### config.mk
export PLATFORM = sky130hd
export DESIGN_NAME = arp_cache_lookup_flat
export DESIGN_NICKNAME = d
export VERILOG_FILES = /design/src/rtl/arp_cache_lookup_pkg.sv /design/src/rtl/arp_cache_lookup_if.sv /design/src/rtl/arp_cache_lookup_table_regs.sv /design/src/rtl/arp_cache_lookup.sv /design/src/flat_wrapper.sv
export SDC_FILE = /design/constraint.sdc
export NUM_CORES = 2
export LEC_CHECK = 0
export BUFFER_PORTS_ARGS = -buffer_cell sky130_fd_sc_hd__buf_2
export CORE_ASPECT_RATIO = 1.75
export CORE_UTILIZATION = 40
export CTS_CLUSTER_SIZE = 8
export DETAILED_ROUTE_END_ITERATION = 12
export GPL_TIMING_DRIVEN = 0
export PLACE_DENSITY = 0.55
export REMOVE_ABC_BUFFERS = 1
export SLEW_MARGIN = 30
export SYNTH_ARGS = -nofsm -noshare
export SYNTH_HDL_FRONTEND = slang
export SYNTH_SLANG_ARGS = --single-unit
export TNS_END_PERCENT = 1
### constraint.sdc
create_clock -name AXI_ACLK -period 11.25 [get_ports AXI_ACLK]
set_clock_uncertainty 0.2 [all_clocks]
set_input_delay 0.5625 -clock AXI_ACLK [delete_from_list [all_inputs] [get_ports AXI_ACLK]]
set_output_delay 0.5625 -clock AXI_ACLK [all_outputs]
set_load 0.05 [all_outputs]
### src/rtl/arp_cache_lookup_pkg.sv
// Shared types and constants for the ARP cache lookup block.
package arp_cache_lookup_pkg;
  localparam int IP_W  = 32;
  localparam int MAC_W = 48;
  localparam int OQ_W  = 8;
  localparam logic [31:0] CNT_CLR = 32'd1;

  typedef enum logic [1:0] {
    ST_IDLE   = 2'd0,
    ST_SEARCH = 2'd1,
    ST_DONE   = 2'd2
  } arp_state_e;

  typedef struct packed {
    logic             vld;
    logic [IP_W-1:0]  ip;
    logic [MAC_W-1:0] mac;
  } arp_entry_t;
endpackage

### src/rtl/arp_cache_lookup_if.sv
// Lookup request/response handshake between LPM, the ARP block and the rewrite stage.
interface arp_cache_lookup_if;
  import arp_cache_lookup_pkg::*;
  logic             lookup_req;
  logic             lookup_ready;
  logic [IP_W-1:0]  next_hop_ip;
  logic [OQ_W-1:0]  oq_in;
  logic             lookup_valid;
  logic             lookup_ack;
  logic             arp_hit;
  logic [MAC_W-1:0] dest_mac;
  logic [OQ_W-1:0]  oq_reg;

  modport master (output lookup_req, next_hop_ip, oq_in, lookup_ack,
                  input  lookup_ready, lookup_valid, arp_hit, dest_mac, oq_reg);
  modport slave  (input  lookup_req, next_hop_ip, oq_in, lookup_ack,
                  output lookup_ready, lookup_valid, arp_hit, dest_mac, oq_reg);
endinterface

### src/rtl/arp_cache_lookup_table_regs.sv
// ARP table register file: one write port, a scan read port and a software read port.
module arp_cache_lookup_table_regs
  import arp_cache_lookup_pkg::*;
#(
  parameter int DEPTH = 32,
  parameter int IDX_W = 5
) (
  input  logic             AXI_ACLK,
  input  logic             AXI_RESET,
  input  logic             wr_en,
  input  logic [IDX_W-1:0] wr_addr,
  input  logic [IP_W-1:0]  wr_ip,
  input  logic [MAC_W-1:0] wr_mac,
  input  logic             wr_vld,
  input  logic [IDX_W-1:0] scan_idx,
  output arp_entry_t       scan_entry,
  input  logic [IDX_W-1:0] rd_addr,
  output logic [IP_W-1:0]  rd_ip,
  output logic [MAC_W-1:0] rd_mac,
  output logic             rd_vld
);
  logic [DEPTH-1:0] vld_q;
  logic [IP_W-1:0]  ip_q  [DEPTH];
  logic [MAC_W-1:0] mac_q [DEPTH];

  // Only valid bits are reset; stale IP/MAC contents are masked by vld.
  always_ff @(posedge AXI_ACLK or posedge AXI_RESET) begin
    if (AXI_RESET)  vld_q <= '0;
    else if (wr_en) vld_q[wr_addr] <= wr_vld;
  end

  always_ff @(posedge AXI_ACLK) begin
    if (wr_en) begin
      ip_q[wr_addr]  <= wr_ip;
      mac_q[wr_addr] <= wr_mac;
    end
  end

  assign scan_entry = '{vld: vld_q[scan_idx], ip: ip_q[scan_idx], mac: mac_q[scan_idx]};
  assign rd_ip  = ip_q[rd_addr];
  assign rd_mac = mac_q[rd_addr];
  assign rd_vld = vld_q[rd_addr];
endmodule

### src/rtl/arp_cache_lookup.sv
// Sequential ARP table search: resolves a next-hop IPv4 address to a destination MAC.
module arp_cache_lookup
  import arp_cache_lookup_pkg::*;
#(
  parameter int C_S_AXI_DATA_WIDTH = 32,
  parameter int ARP_DEPTH          = 32,
  parameter int ARP_IDX_W          = 5
) (
  input  logic                          AXI_ACLK,
  input  logic                          AXI_RESET,
  arp_cache_lookup_if.slave             lk,
  input  logic                          tbl_wr_en,
  input  logic [ARP_IDX_W-1:0]          tbl_wr_addr,
  input  logic [IP_W-1:0]               tbl_wr_ip,
  input  logic [MAC_W-1:0]              tbl_wr_mac,
  input  logic                          tbl_wr_vld,
  input  logic [ARP_IDX_W-1:0]          tbl_rd_addr,
  output logic [IP_W-1:0]               tbl_rd_ip,
  output logic [MAC_W-1:0]              tbl_rd_mac,
  output logic                          tbl_rd_vld,
  input  logic [C_S_AXI_DATA_WIDTH-1:0] reset,
  output logic [C_S_AXI_DATA_WIDTH-1:0] arp_lookup_count,
  output logic [C_S_AXI_DATA_WIDTH-1:0] arp_hit_count
);
  arp_state_e           state_q, state_d;
  logic [ARP_IDX_W-1:0] idx_q;
  logic [IP_W-1:0]      ip_q;
  arp_entry_t           scan;
  logic                 accept, match, last, clr;

  arp_cache_lookup_table_regs #(.DEPTH(ARP_DEPTH), .IDX_W(ARP_IDX_W)) u_tbl (
    .AXI_ACLK  (AXI_ACLK),
    .AXI_RESET (AXI_RESET),
    .wr_en     (tbl_wr_en),
    .wr_addr   (tbl_wr_addr),
    .wr_ip     (tbl_wr_ip),
    .wr_mac    (tbl_wr_mac),
    .wr_vld    (tbl_wr_vld),
    .scan_idx  (idx_q),
    .scan_entry(scan),
    .rd_addr   (tbl_rd_addr),
    .rd_ip     (tbl_rd_ip),
    .rd_mac    (tbl_rd_mac),
    .rd_vld    (tbl_rd_vld)
  );

  assign accept = (state_q == ST_IDLE) && lk.lookup_req;
  assign match  = (state_q == ST_SEARCH) && scan.vld && (scan.ip == ip_q);
  assign last   = (idx_q == ARP_IDX_W'(ARP_DEPTH - 1));
  assign clr    = (reset == C_S_AXI_DATA_WIDTH'(CNT_CLR));

  always_ff @(posedge AXI_ACLK or posedge AXI_RESET) begin
    if (AXI_RESET) state_q <= ST_IDLE;
    else           state_q <= state_d;
  end

  always_comb begin
    state_d = state_q;
    case (state_q)
      ST_IDLE:   if (lk.lookup_req)   state_d = ST_SEARCH;
      ST_SEARCH: if (match || last)   state_d = ST_DONE;
      ST_DONE:   if (lk.lookup_ack)   state_d = ST_IDLE;
      default:                        state_d = ST_IDLE;
    endcase
  end

  // Result registers only move on accept or at the end of a scan, so they hold through DONE.
  always_ff @(posedge AXI_ACLK or posedge AXI_RESET) begin
    if (AXI_RESET) begin
      idx_q       <= '0;
      ip_q        <= '0;
      lk.arp_hit  <= 1'b0;
      lk.dest_mac <= '0;
      lk.oq_reg   <= '0;
    end else if (accept) begin
      idx_q     <= '0;
      ip_q      <= lk.next_hop_ip;
      lk.oq_reg <= lk.oq_in;
    end else if (state_q == ST_SEARCH) begin
      if (match) begin
        lk.arp_hit  <= 1'b1;
        lk.dest_mac <= scan.mac;
      end else if (last) begin
        lk.arp_hit  <= 1'b0;
        lk.dest_mac <= '0;
      end else begin
        idx_q <= idx_q + 1'b1;
      end
    end
  end

  // Software clear takes priority over a same-cycle increment.
  always_ff @(posedge AXI_ACLK or posedge AXI_RESET) begin
    if (AXI_RESET) begin
      arp_lookup_count <= '0;
      arp_hit_count    <= '0;
    end else if (clr) begin
      arp_lookup_count <= '0;
      arp_hit_count    <= '0;
    end else begin
      if (accept) arp_lookup_count <= arp_lookup_count + 1'b1;
      if (match)  arp_hit_count    <= arp_hit_count + 1'b1;
    end
  end

  assign lk.lookup_ready = (state_q == ST_IDLE);
  assign lk.lookup_valid = (state_q == ST_DONE);
endmodule

### src/flat_wrapper.sv
// flat-port wrapper written by rule: the top's interface ports become plain ports
module arp_cache_lookup_flat import arp_cache_lookup_pkg::*;
#(
  parameter int C_S_AXI_DATA_WIDTH = 32,
  parameter int ARP_DEPTH          = 32,
  parameter int ARP_IDX_W          = 5
)
  (AXI_ACLK, AXI_RESET, tbl_wr_en, tbl_wr_addr, tbl_wr_ip, tbl_wr_mac, tbl_wr_vld, tbl_rd_addr, tbl_rd_ip, tbl_rd_mac, tbl_rd_vld, reset, arp_lookup_count, arp_hit_count, lk_lookup_req, lk_next_hop_ip, lk_oq_in, lk_lookup_ack, lk_lookup_ready, lk_lookup_valid, lk_arp_hit, lk_dest_mac, lk_oq_reg);
  arp_cache_lookup_if lk_i ();
  input  logic AXI_ACLK;
  input  logic AXI_RESET;
  input  logic tbl_wr_en;
  input  logic [ARP_IDX_W-1:0] tbl_wr_addr;
  input  logic [IP_W-1:0] tbl_wr_ip;
  input  logic [MAC_W-1:0] tbl_wr_mac;
  input  logic tbl_wr_vld;
  input  logic [ARP_IDX_W-1:0] tbl_rd_addr;
  output logic [IP_W-1:0] tbl_rd_ip;
  output logic [MAC_W-1:0] tbl_rd_mac;
  output logic tbl_rd_vld;
  input  logic [C_S_AXI_DATA_WIDTH-1:0] reset;
  output logic [C_S_AXI_DATA_WIDTH-1:0] arp_lookup_count;
  output logic [C_S_AXI_DATA_WIDTH-1:0] arp_hit_count;
  input wire logic [$bits(lk_i.lookup_req)-1:0] lk_lookup_req;
  input wire logic [$bits(lk_i.next_hop_ip)-1:0] lk_next_hop_ip;
  input wire logic [$bits(lk_i.oq_in)-1:0] lk_oq_in;
  input wire logic [$bits(lk_i.lookup_ack)-1:0] lk_lookup_ack;
  output wire logic [$bits(lk_i.lookup_ready)-1:0] lk_lookup_ready;
  output wire logic [$bits(lk_i.lookup_valid)-1:0] lk_lookup_valid;
  output wire logic [$bits(lk_i.arp_hit)-1:0] lk_arp_hit;
  output wire logic [$bits(lk_i.dest_mac)-1:0] lk_dest_mac;
  output wire logic [$bits(lk_i.oq_reg)-1:0] lk_oq_reg;
  assign lk_i.lookup_req = lk_lookup_req;
  assign lk_i.next_hop_ip = lk_next_hop_ip;
  assign lk_i.oq_in = lk_oq_in;
  assign lk_i.lookup_ack = lk_lookup_ack;
  assign lk_lookup_ready = lk_i.lookup_ready;
  assign lk_lookup_valid = lk_i.lookup_valid;
  assign lk_arp_hit = lk_i.arp_hit;
  assign lk_dest_mac = lk_i.dest_mac;
  assign lk_oq_reg = lk_i.oq_reg;
  arp_cache_lookup #(.C_S_AXI_DATA_WIDTH(C_S_AXI_DATA_WIDTH), .ARP_DEPTH(ARP_DEPTH), .ARP_IDX_W(ARP_IDX_W)) u_core (.AXI_ACLK(AXI_ACLK), .AXI_RESET(AXI_RESET), .lk(lk_i), .tbl_wr_en(tbl_wr_en), .tbl_wr_addr(tbl_wr_addr), .tbl_wr_ip(tbl_wr_ip), .tbl_wr_mac(tbl_wr_mac), .tbl_wr_vld(tbl_wr_vld), .tbl_rd_addr(tbl_rd_addr), .tbl_rd_ip(tbl_rd_ip), .tbl_rd_mac(tbl_rd_mac), .tbl_rd_vld(tbl_rd_vld), .reset(reset), .arp_lookup_count(arp_lookup_count), .arp_hit_count(arp_hit_count));
endmodule
==> qor.yml <==
drc: 0
seq_area_mm2: 0.08170
synth_top_area_share_pct: 61.17
synthFlopType: "edfxtp_1"
syn_area_mm2: 0.1257
yosys-top-cells-count: "2560 x edfxtp_1, 1494 x mux4_2, 265 x clkbuf_1, 207 x nand2_1, 199 x mux2i_1"
ys_ff_latch: 2752
hpwl_um: 273400
worst_pin_slew_ns: 1.066
wire_per_inst_um: 37.21
first_pass_iters: 6
drt-initial-drc-count: 7011
ff2ff_setup_slack_ns: 4.29
layout_setup_ws_ns: 4.286
utilization_pct: 49.38
synth_most_common_cell: "edfxtp_1"
cts_buffer_depth: 4
area_growth_pct: 22.57
cts_htree_levels: 5
static-leakage-power_nw: 50.54
crit_arrival_ns: 7.51
ctsHoldBuffers: 133
nNetsFinal: 6916
gp_congestion: 0.7602
largest_reg_flops: 1536
io_buffer_count: 371
ys_top_cells_by_area: "edfxtp_1 61%, mux4_2 27%, dfrtp_1 3.8%, mux2i_1 1.6%, mux2_2 1.1%"
grtUsageMet1_pct: 35.07
synth_top_area_cell: "edfxtp_1"
grt_remaining_overflow: 0
grt_usage_pct: 25.99
viasPerCell: 6.393
clkPwrFrac_pct: 34.2
grt_max_degree: 91
place_area_mm2: 0.1420
hold_class: "input port to register"
vias: 70749
tritoncts: "built"
grt_pass1_wl_um: 577300
netlist_instances: 5882
combPwrFrac_pct: 28.5
initial_core_util_pct: 40.29
postRouteAntennaNets: 0
status: "finished, final reports clean"
pwr-share-seq_pct: 37.3
grt_pass1_vias: 75288
top_regs: "u_core.u_tbl.mac_q: 1536 flops, u_core.u_tbl.ip_q: 1024 flops, u_core.lk.dest_mac: 48 flops"
critPathCaptureType: "register"
rows: 271
power.internal_mw: 22.01
numCtsBuffers: 385
clkSinkCount: 2752
postRouteWirelength_um: 411800
avgSynthCellArea_um2: 21.37
worstPathRequired_ns: 11.79
die_x_um: 425.7
timing.final.crit_share_pct: 61.91
dp_slack_ns: 4.372
top_register: "u_core.u_tbl.mac_q"
postCtsSetupBuffers: 0
slew-limit-headroom_pct: 27.99
multiInputGateArea_mm2: 0.04243
cts_resized: 0
crit_type: "register to register"
grtUsageMet2_pct: 43.36
fp.dieH_um: 743.5
power_density_mw_per_mm2: 203.1
core_mm2: 0.3119
yosysSeqAreaShare_pct: 64.99
startpoint_type: "register"
async_reset_ff_share_pct: 6.977
maxSlewViolCount: 0
cts_root_buf: "clkbuf_16"
ys_warn_count: 0
setup_violations: 0
period_minus_slack_ns: 6.964
synth-edff-count: 2560
clk-insertion-delay-late_ns: 0.91
busiest_layer: "met2"
stdcell_area_mm2: 0.1540
grt_antenna_before_repair: 26
drive_gt1_share_pct: 41.39
die-area_mm2: 0.3165
switching_share_pct: 29.67
max-vdd-ir-drop_uv: 152.1
io_pins: 372
nFillCells: 24924
ys_types: 65
clk_pin_slew_worst_paths_ns: 0.06
report.final.hold_viol_count: 0
max_freq_ghz: 0.1436
whs_ns: 0.1008
maxCapViolations: 0
power_switching_mw: 9.282
rsz0062_at_grt: "no"
cp_max_fo: 27
met3_usage_pct: 3.922
path summary, 6_finish.rpt:
| check | from | endpoint | cells after the start |
|---|---|---|---|
| max reg2reg | u_core.idx_q[0]$_DFFE_PP0P_ | u_core.lk.dest_mac[10]$_DFFE_PP0P_ | 16 |
| max in group asynchronous | AXI_RESET | u_core.lk.dest_mac[25]$_DFFE_PP0P_ | 6 |
| min | reset[15] | u_core.arp_hit_count[3]$_DFFE_PP0P_ | 6 |
| min in group asynchronous | AXI_RESET | u_core.arp_hit_count[31]$_DFFE_PP0P_ | 4 |
| min reg2reg | u_core.lk.oq_reg[5]$_DFFE_PP0P_ | u_core.lk.oq_reg[5]$_DFFE_PP0P_ | 2 |
| max | u_core.idx_q[0]$_DFFE_PP0P_ | u_core.lk.dest_mac[10]$_DFFE_PP0P_ | 16 |
area by class of cell:
type,instances,area share [%]
clock buffer,591,6.895
timing repair buffer,919,9.055
multi-input combinational,2669,27.54
tap,4095,3.326
clock inverter,11,0.06255
inverter,17,0.05767
sequential,2752,53.04
antenna,13,0.02112
layout by cell type, fill, tap and decap left out, types with 14 or more instances in the layout:
master | netlist | layout
o21ai_0 | 36 | 35
and3_1 | 21 | 21
nand2_1 | 207 | 206
buf_12 | 0 | 61
dfrtp_1 | 192 | 187
or4_1 | 16 | 15
clkbuf_16 | 0 | 395
nand3_1 | 38 | 37
and2_1 | 19 | 19
a221oi_1 | 23 | 23
mux4_2 | 1494 | 1494
buf_2 | 38 | 367
nand4_1 | 29 | 29
a22oi_1 | 48 | 48
xor2_1 | 37 | 37
xnor2_1 | 21 | 21
o2bb2ai_1 | 48 | 48
edfxtp_1 | 2560 | 2560
buf_16 | 0 | 338
nor2_4 | 0 | 34
mux2i_1 | 199 | 198
o22ai_1 | 15 | 14
a21oi_1 | 52 | 52
dlygate4sd3_1 | 0 | 133
clkbuf_1 | 265 | 196
nor2_1 | 87 | 51
mux2_2 | 122 | 122
or3_1 | 18 | 18
critical path, cell delays in order, from the launching register on:
cell and delay [ns]:
dfrtp_4 0.78, buf_12 0.31, buf_12 0.26, buf_16 0.28, buf_16 0.27, buf_12 0.26, mux4_2 0.53, mux4_2 0.48
o21ai_0 0.80, xor2_1 0.41, nand4_1 0.17, nand4b_1 0.24, or3_1 0.48, a21o_4 0.43, buf_12 0.26, buf_16 0.21
o2bb2ai_1 0.18
metal layers:
metal	up-vias	part of all wire (%)
met3	663	6.8
met1	39444	40
met4	12	3.2
met2	3068	50
li1	27562	-
met5	-	0.019
logic make-up (layout without fill, tap and decap cells):
group,after synthesis,in the layout,synth area share [%]
AOI/OAI and AO/OA,300,300,1.713
xor gates and xnor gates,58,58,0.4042
adders and majority gates,4,4,0.03983
buffers and inverters,461,1538,1.522
DFF,2752,2752,64.99
muxes,1815,1815,29.45
other,0,13,0
and+or+nand+nor,492,492,1.877
power groups by stage:
stage,logic (mW),registers [mW],clock network [mW]
after floorplan,6.82,12.4,0
after global placement,8.44,12.5,0
after detailed placement,8.99,11.9,0
after CTS,9.05,11.7,10.9
after global routing,9.36,11.7,11.3
final,8.91,11.7,10.7
through the flow:
stage / total power, mW / TNS (ns) / cells
after CTS: 31.62 / 0 / 11054
after global placement: 20.98 / - / 9904
after detailed placement: 20.85 / 0 / 10319
after global routing: 32.31 / 0 / 11057
final: 31.29 / 0 / 11067
after floorplan: 19.21 / -1628.29 / 5438
Note: power is estimated with default switching activity, not from simulation.
